$ cat src/rtl/i2c_slave_pkg.sv
// i2c_slave_pkg: shared state type, byte width and pointer width helper for the I2C slave
package i2c_slave_pkg;
  localparam int I2C_BYTE_W = 8;
  typedef enum logic [3:0] {
    IDLE, ADDR, ADDR_ACK, PTR, PTR_ACK, WDATA, WDATA_ACK, RDATA, RDATA_ACK, IGNORE
  } slave_state_t;
  function automatic int ptr_w(input int depth);
    return $clog2(depth);
  endfunction
endpackage

$ cat src/rtl/i2c_bus_sync.sv
// i2c_bus_sync: synchronizes scl/sda and detects SCL edges plus START/STOP conditions
module i2c_bus_sync #(
  parameter int SYNC_STAGES = 2
) (
  input  logic clk_i,
  input  logic rst_n_i,
  input  logic scl_i,
  input  logic sda_i,
  output logic scl_rise,
  output logic scl_fall,
  output logic sda_s,
  output logic start_det,
  output logic stop_det
);
  logic [SYNC_STAGES-1:0] scl_q, sda_q;
  logic scl_s, scl_h, sda_h;
  // Resets to the idle-bus level so leaving reset never fakes an edge
  always_ff @(posedge clk_i or negedge rst_n_i) begin
    if (!rst_n_i) begin
      scl_q <= '1;
      sda_q <= '1;
      scl_h <= 1'b1;
      sda_h <= 1'b1;
    end else begin
      scl_q <= {scl_q[SYNC_STAGES-2:0], scl_i};
      sda_q <= {sda_q[SYNC_STAGES-2:0], sda_i};
      scl_h <= scl_s;
      sda_h <= sda_s;
    end
  end
  assign scl_s     = scl_q[SYNC_STAGES-1];
  assign sda_s     = sda_q[SYNC_STAGES-1];
  assign scl_rise  = scl_s & ~scl_h;
  assign scl_fall  = ~scl_s & scl_h;
  assign start_det = scl_s & scl_h & sda_h & ~sda_s;
  assign stop_det  = scl_s & scl_h & ~sda_h & sda_s;
endmodule

$ cat src/rtl/i2c_slave_regfile.sv
// i2c_slave_regfile: I2C slave exposing a byte register file with an auto-incrementing pointer
module i2c_slave_regfile
  import i2c_slave_pkg::*;
#(
  parameter logic [6:0] SLAVE_ADDR  = 7'h22,
  parameter int         DEPTH       = 16,
  parameter int         DATA_WIDTH  = 8,
  parameter int         SYNC_STAGES = 2,
  localparam int        PTR_W       = ptr_w(DEPTH)
) (
  input  logic                  clk_i,
  input  logic                  rst_n_i,
  input  logic                  scl_i,
  input  logic                  sda_i,
  output logic                  sda_o,
  output logic                  busy_o,
  output logic                  wr_stb_o,
  output logic [PTR_W-1:0]      wr_idx_o,
  output logic [DATA_WIDTH-1:0] wr_dat_o
);
  logic scl_rise, scl_fall, sda_s, start_det, stop_det;
  slave_state_t state;
  logic [2:0] bit_cnt;
  logic [I2C_BYTE_W-1:0] shreg, rx_byte;
  logic [PTR_W-1:0] ptr;
  logic rw, ack_phase, byte_done;
  logic [DATA_WIDTH-1:0] regs [DEPTH];

  i2c_bus_sync #(.SYNC_STAGES(SYNC_STAGES)) u_sync (
    .clk_i    (clk_i),
    .rst_n_i  (rst_n_i),
    .scl_i    (scl_i),
    .sda_i    (sda_i),
    .scl_rise (scl_rise),
    .scl_fall (scl_fall),
    .sda_s    (sda_s),
    .start_det(start_det),
    .stop_det (stop_det)
  );

  assign rx_byte   = {shreg[6:0], sda_s};
  assign byte_done = scl_rise && bit_cnt == 3'd7;

  // Protocol FSM: the shift register doubles as receive and transmit buffer; bit_cnt counts SCL rises
  always_ff @(posedge clk_i or negedge rst_n_i) begin
    if (!rst_n_i) begin
      state     <= IDLE;
      bit_cnt   <= '0;
      shreg     <= '0;
      ptr       <= '0;
      rw        <= 1'b0;
      ack_phase <= 1'b0;
      sda_o     <= 1'b1;
      busy_o    <= 1'b0;
      wr_stb_o  <= 1'b0;
      wr_idx_o  <= '0;
      wr_dat_o  <= '0;
      for (int i = 0; i < DEPTH; i++) regs[i] <= '0;
    end else begin
      wr_stb_o <= 1'b0;
      if (scl_rise) begin
        shreg   <= rx_byte;
        bit_cnt <= bit_cnt + 3'd1;
      end
      if (start_det) begin
        state     <= ADDR;
        bit_cnt   <= '0;
        sda_o     <= 1'b1;
        busy_o    <= 1'b0;
        ack_phase <= 1'b0;
      end else if (stop_det) begin
        state     <= IDLE;
        sda_o     <= 1'b1;
        busy_o    <= 1'b0;
        ack_phase <= 1'b0;
      end else begin
        case (state)
          ADDR: if (byte_done) begin
            state  <= rx_byte[7:1] == SLAVE_ADDR ? ADDR_ACK : IGNORE;
            busy_o <= rx_byte[7:1] == SLAVE_ADDR;
            rw     <= rx_byte[0];
          end
          PTR: if (byte_done) begin
            ptr   <= rx_byte[PTR_W-1:0];
            state <= PTR_ACK;
          end
          WDATA: if (byte_done) begin
            regs[ptr] <= rx_byte;
            wr_stb_o  <= 1'b1;
            wr_idx_o  <= ptr;
            wr_dat_o  <= rx_byte;
            ptr       <= ptr + 1'b1;
            state     <= WDATA_ACK;
          end
          ADDR_ACK, PTR_ACK, WDATA_ACK: if (scl_fall) begin
            ack_phase <= ~ack_phase;
            if (!ack_phase) sda_o <= 1'b0;
            else begin
              bit_cnt <= '0;
              shreg   <= regs[ptr];
              sda_o   <= state == ADDR_ACK && rw ? regs[ptr][7] : 1'b1;
              state   <= state != ADDR_ACK ? WDATA : rw ? RDATA : PTR;
            end
          end
          RDATA: if (scl_fall) begin
            sda_o <= bit_cnt == '0 ? 1'b1 : shreg[7];
            if (bit_cnt == '0) state <= RDATA_ACK;
          end
          RDATA_ACK: if (scl_rise) begin
            ptr <= ptr + 1'b1;
            if (sda_s) state <= IGNORE;
            else ack_phase <= 1'b1;
          end else if (scl_fall && ack_phase) begin
            ack_phase <= 1'b0;
            bit_cnt   <= '0;
            shreg     <= regs[ptr];
            sda_o     <= regs[ptr][7];
            state     <= RDATA;
          end
          default: ;
        endcase
      end
    end
  end
endmodule
$ cat config.mk
export PLATFORM = sky130hd
export DESIGN_NAME = i2c_slave_regfile
export DESIGN_NICKNAME = d
export VERILOG_FILES = /design/src/rtl/i2c_slave_pkg.sv /design/src/rtl/i2c_bus_sync.sv /design/src/rtl/i2c_slave_regfile.sv
export SDC_FILE = /design/constraint.sdc
export NUM_CORES = 1
export LEC_CHECK = 0
export CAP_MARGIN = 5
export CORE_ASPECT_RATIO = 1.75
export CORE_UTILIZATION = 56
export DETAILED_ROUTE_END_ITERATION = 8
export PLACE_DENSITY = 0.76
export SYNTH_ARGS = -nofsm -noshare
export SYNTH_HDL_FRONTEND = slang
export SYNTH_SLANG_ARGS = --single-unit
$ cat constraint.sdc
create_clock -name clk_i -period 1.9 [get_ports clk_i]
set_clock_uncertainty 0.05 [all_clocks]
set_input_delay 0.285 -clock clk_i [delete_from_list [all_inputs] [get_ports clk_i]]
set_output_delay 0.285 -clock clk_i [all_outputs]
set_load 0.03 [all_outputs]
==> flow_metrics.env <==
export IMPL_critPathKind="reg -> reg"
export IMPL_p_per_area_mw_per_mm2=1030
export IMPL_post_route_util=0.733
export IMPL_syn_avg_cell_area_um2=14.6
export IMPL_die_h_um=163
export IMPL_min_period_ns=2.08
export IMPL_synth_top_family_by_area="multiplexers"
export IMPL_wirelength_um=21800
export IMPL_cp_end_kind="register"
export IMPL_synthFlopType="dfrtp_1"
export IMPL_drc_errors=0
export IMPL_grt_first_pass_wirelength_um=34100
export IMPL_num_fill_cells=842
export IMPL_path_clk_slew_ns=0.07
export IMPL_drtIter0Drc=455
export IMPL_synthSimpleGateAreaFrac=0.0817
export IMPL_ant_nets=0
export IMPL_start_kind="register"
export IMPL_wl_met2_um=11600
export IMPL_synthMuxAreaShare=0.312
export IMPL_top_layer_used="met4"
export IMPL_syn_inst=572
export IMPL_die_w_um=94.2
export IMPL_syn_to_final_growth_pct=27.1
export IMPL_violations="setup timing"
export IMPL_synth_edf_count=0
export IMPL_grtUsageTotal=0.306
export IMPL_fmaxAchievable_mhz=482
export IMPL_die_area_mm2=0.0154
export IMPL_vias=5320
export IMPL_htreeDepth=4
export IMPL_core_mm2=0.0144
export IMPL_slew_headroom=0.713
export IMPL_ys_async_sr_fraction=1.00
export IMPL_synthDominantCellAreaShare=0.490
export IMPL_synth_area_mm2=0.00833
export IMPL_gp_congestion=0.860
export IMPL_hold_violations=0
export IMPL_initial_core_util=0.577
export IMPL_cts_sinks=170
export IMPL_total_power_mw=10.9
export IMPL_grt_overflow=0
export IMPL_rows=58
export IMPL_synthAdderAreaFrac=0.0105
export IMPL_pre_cts_ws_ns=-0.168
export IMPL_cts_root_buf="clkbuf_16"
export IMPL_cap_violations=0
export IMPL_port_buffers=18
export IMPL_synth_xor_area_share=0.00210
export IMPL_worstPathRequired_ns=2.15
export IMPL_ys_seq_elements=170
export IMPL_cts_tree="yes"
export IMPL_timing_hold_ws_ns=0.214
export IMPL_cp_data_arrival_time_ns=2.32
export IMPL_ys_warn_count=0
export IMPL_wl_per_cell_um=25.8
export IMPL_rsz0062_at_grt="yes"
export IMPL_clkLatencyLatePin_ns=0.43
export IMPL_netlist_top_cells_area="dfrtp_1, mux2_1, mux4_2, mux4_1, nand3_4"
export IMPL_status="finished with violations"
export IMPL_drive_gt1_frac=0.541
export IMPL_ios=19
export IMPL_drt_vias_per_instance=6.30
export IMPL_ys_types=54
export IMPL_synth_compound_area_frac=0.0464
export IMPL_worst_slack_ns=-0.175
export IMPL_place_area_mm2=0.00907
export IMPL_setup_viol=124
export IMPL_syn_nets=583
export IMPL_slew_viol_final=0
export IMPL_first_global_vias=5875
export IMPL_hold_path_class="in -> reg"
export IMPL_hpwl_um=12800
export IMPL_ir_worst_vdd_mv=0.929
export IMPL_power_leakage_nw=5.13
export IMPL_finalCritPeriodShare=1.09
export IMPL_grt_max_degree=54
export IMPL_synth_top_area_cell="dfrtp_1"
export IMPL_crit_path_max_fanout=8
export IMPL_max_clock_path_buffers=2
export IMPL_antenna_found_initial=0
export IMPL_seq_area_frac_synth=0.512
export IMPL_antenna_cells=0
export IMPL_cts_buffers=17
export IMPL_wl_met1_um=8610
export IMPL_dr_wl_met3_um=702
export IMPL_tightest_slew_ns=0.431
export IMPL_final_area_mm2=0.0106
export IMPL_nets=663
export IMPL_drtPass1Iterations=5
==> synth_stat cells (all sizes together), types with 2 or more instances <==
cell type / n
and2: 5
ha: 7
nor2b: 11
dfstp: 7
mux2i: 3
nand2: 12
nand2b: 2
a31oi: 3
clkinv: 7
nor3b: 3
inv: 7
mux2: 145
nor2: 17
and3: 3
o21ai: 24
a21oi: 13
a22oi: 8
buf: 20
mux4: 39
nand3: 23
nor3: 4
nand3b: 3
clkbuf: 23
dfrtp: 163
==> state kept, by name, indices dropped and copies added, names as in the netlist <==
register,count
ack_phase,1
regs,128
bit_cnt,3
u_sync.scl_h,1
wr_dat_o,8
busy_o,1
u_sync.sda_h,1
ptr,4
rw,1
wr_idx_o,4
shreg,8
wr_stb_o,1
u_sync.scl_q,2
sda_o,1
state,4
u_sync.sda_q,2
==> timing repair <==
item	in CTS	in global routing
hold endpoints to repair	30	0
resized for setup	170	51
cloned	3	1
pin swaps	22	20
hold buffers	1	0
setup buffers	11	11
setup endpoints to repair	152	158
==> power breakdown <==
part           total [mW]  internal (mW)  switching [mW]
registers            4.02           3.80           0.222
clock network        3.33           1.73            1.60
logic                3.54           1.64            1.90
==> cells by family (layout without fill, tap and decap cells) <==
kind of cell             after synthesis  in the layout
flip-flops                           170            170
XOR/XNOR                               2              2
buffers and inverters                 57            150
multiplexers                         187            187
AND/OR/NAND/NOR                       89             89
AO/OA/AOI/OAI                         60             60
adder cells (fa/ha/maj)                7              7
==> critical path: stages, from the launching register on <==
cell and delay, ns:
dfrtp_2 0.38, buf_12 0.15, buf_6 0.16, mux4_1 0.60, mux4_2 0.49, clkinv_2 0.07, o21ai_2 0.05
==> path summary, 6_finish.rpt <==
path                       depth (start not counted)              end  slack, ns       startpoint
setup / recovery                                   6         shreg[3]      -0.18           ptr[0]
hold / removal                                     1  u_sync.sda_q[0]       0.21            sda_i
setup reg to reg                                   6         shreg[3]      -0.18           ptr[0]
hold reg to reg                                    0  u_sync.scl_q[1]       0.31  u_sync.scl_q[0]
max in group asynchronous                          3         state[3]       0.86          rst_n_i
min in group asynchronous                          2        regs[110]       0.29          rst_n_i
==> layer usage <==
| layer | GRT usage | vias up |
|---|---|---|
| li1 | - | 2277 |
| met1 | 0.373 | 2834 |
| met2 | 0.525 | 154 |
| met3 | 0.0498 | 55 |
| met4 | 0.143 | 0 |
| met5 | 0 | - |
==> layout make-up <==
| cell class | instances | area (um2) | area share |
|---|---|---|---|
| repair buffers | 104 | 1010 | 0.0958 |
| clock inverters | 14 | 134 | 0.0126 |
| clock buffers | 18 | 429 | 0.0405 |
| inverters | 14 | 56.3 | 0.00532 |
| multi-input cells | 345 | 4460 | 0.421 |
| well taps | 180 | 225 | 0.0213 |
| flip-flops and latches | 170 | 4270 | 0.403 |
==> per-stage QoR <==
| step | setup TNS [ns] | instances |
|---|---|---|
| after floorplan | -0.230 | 572 |
| after global placement | -6.99 | 792 |
| after detailed placement | -17.48 | 792 |
| after CTS | -11.08 | 838 |
| after global routing | -16.80 | 845 |
| final | -9.63 | 845 |
==> cell usage in the layout (no fill, tap or decap), types with 5 or more instances in the layout <==
cell type	instances
nand3_4	16
a21oi_1	10
inv_1	6
buf_4	61
nand3_1	6
mux2_2	8
buf_6	13
o21ai_0	7
mux2_4	132
o21ai_1	14
buf_12	8
a22oi_1	8
mux2_1	5
clkinv_1	6
clkdlybuf4s50_1	16
dfrtp_1	159
nor2b_1	6
clkbuf_16	19
nor2_1	13
mux4_2	35
clkinvlp_4	5
nand2_1	11
dfstp_2	7
(Power assumes the default switching activity.)
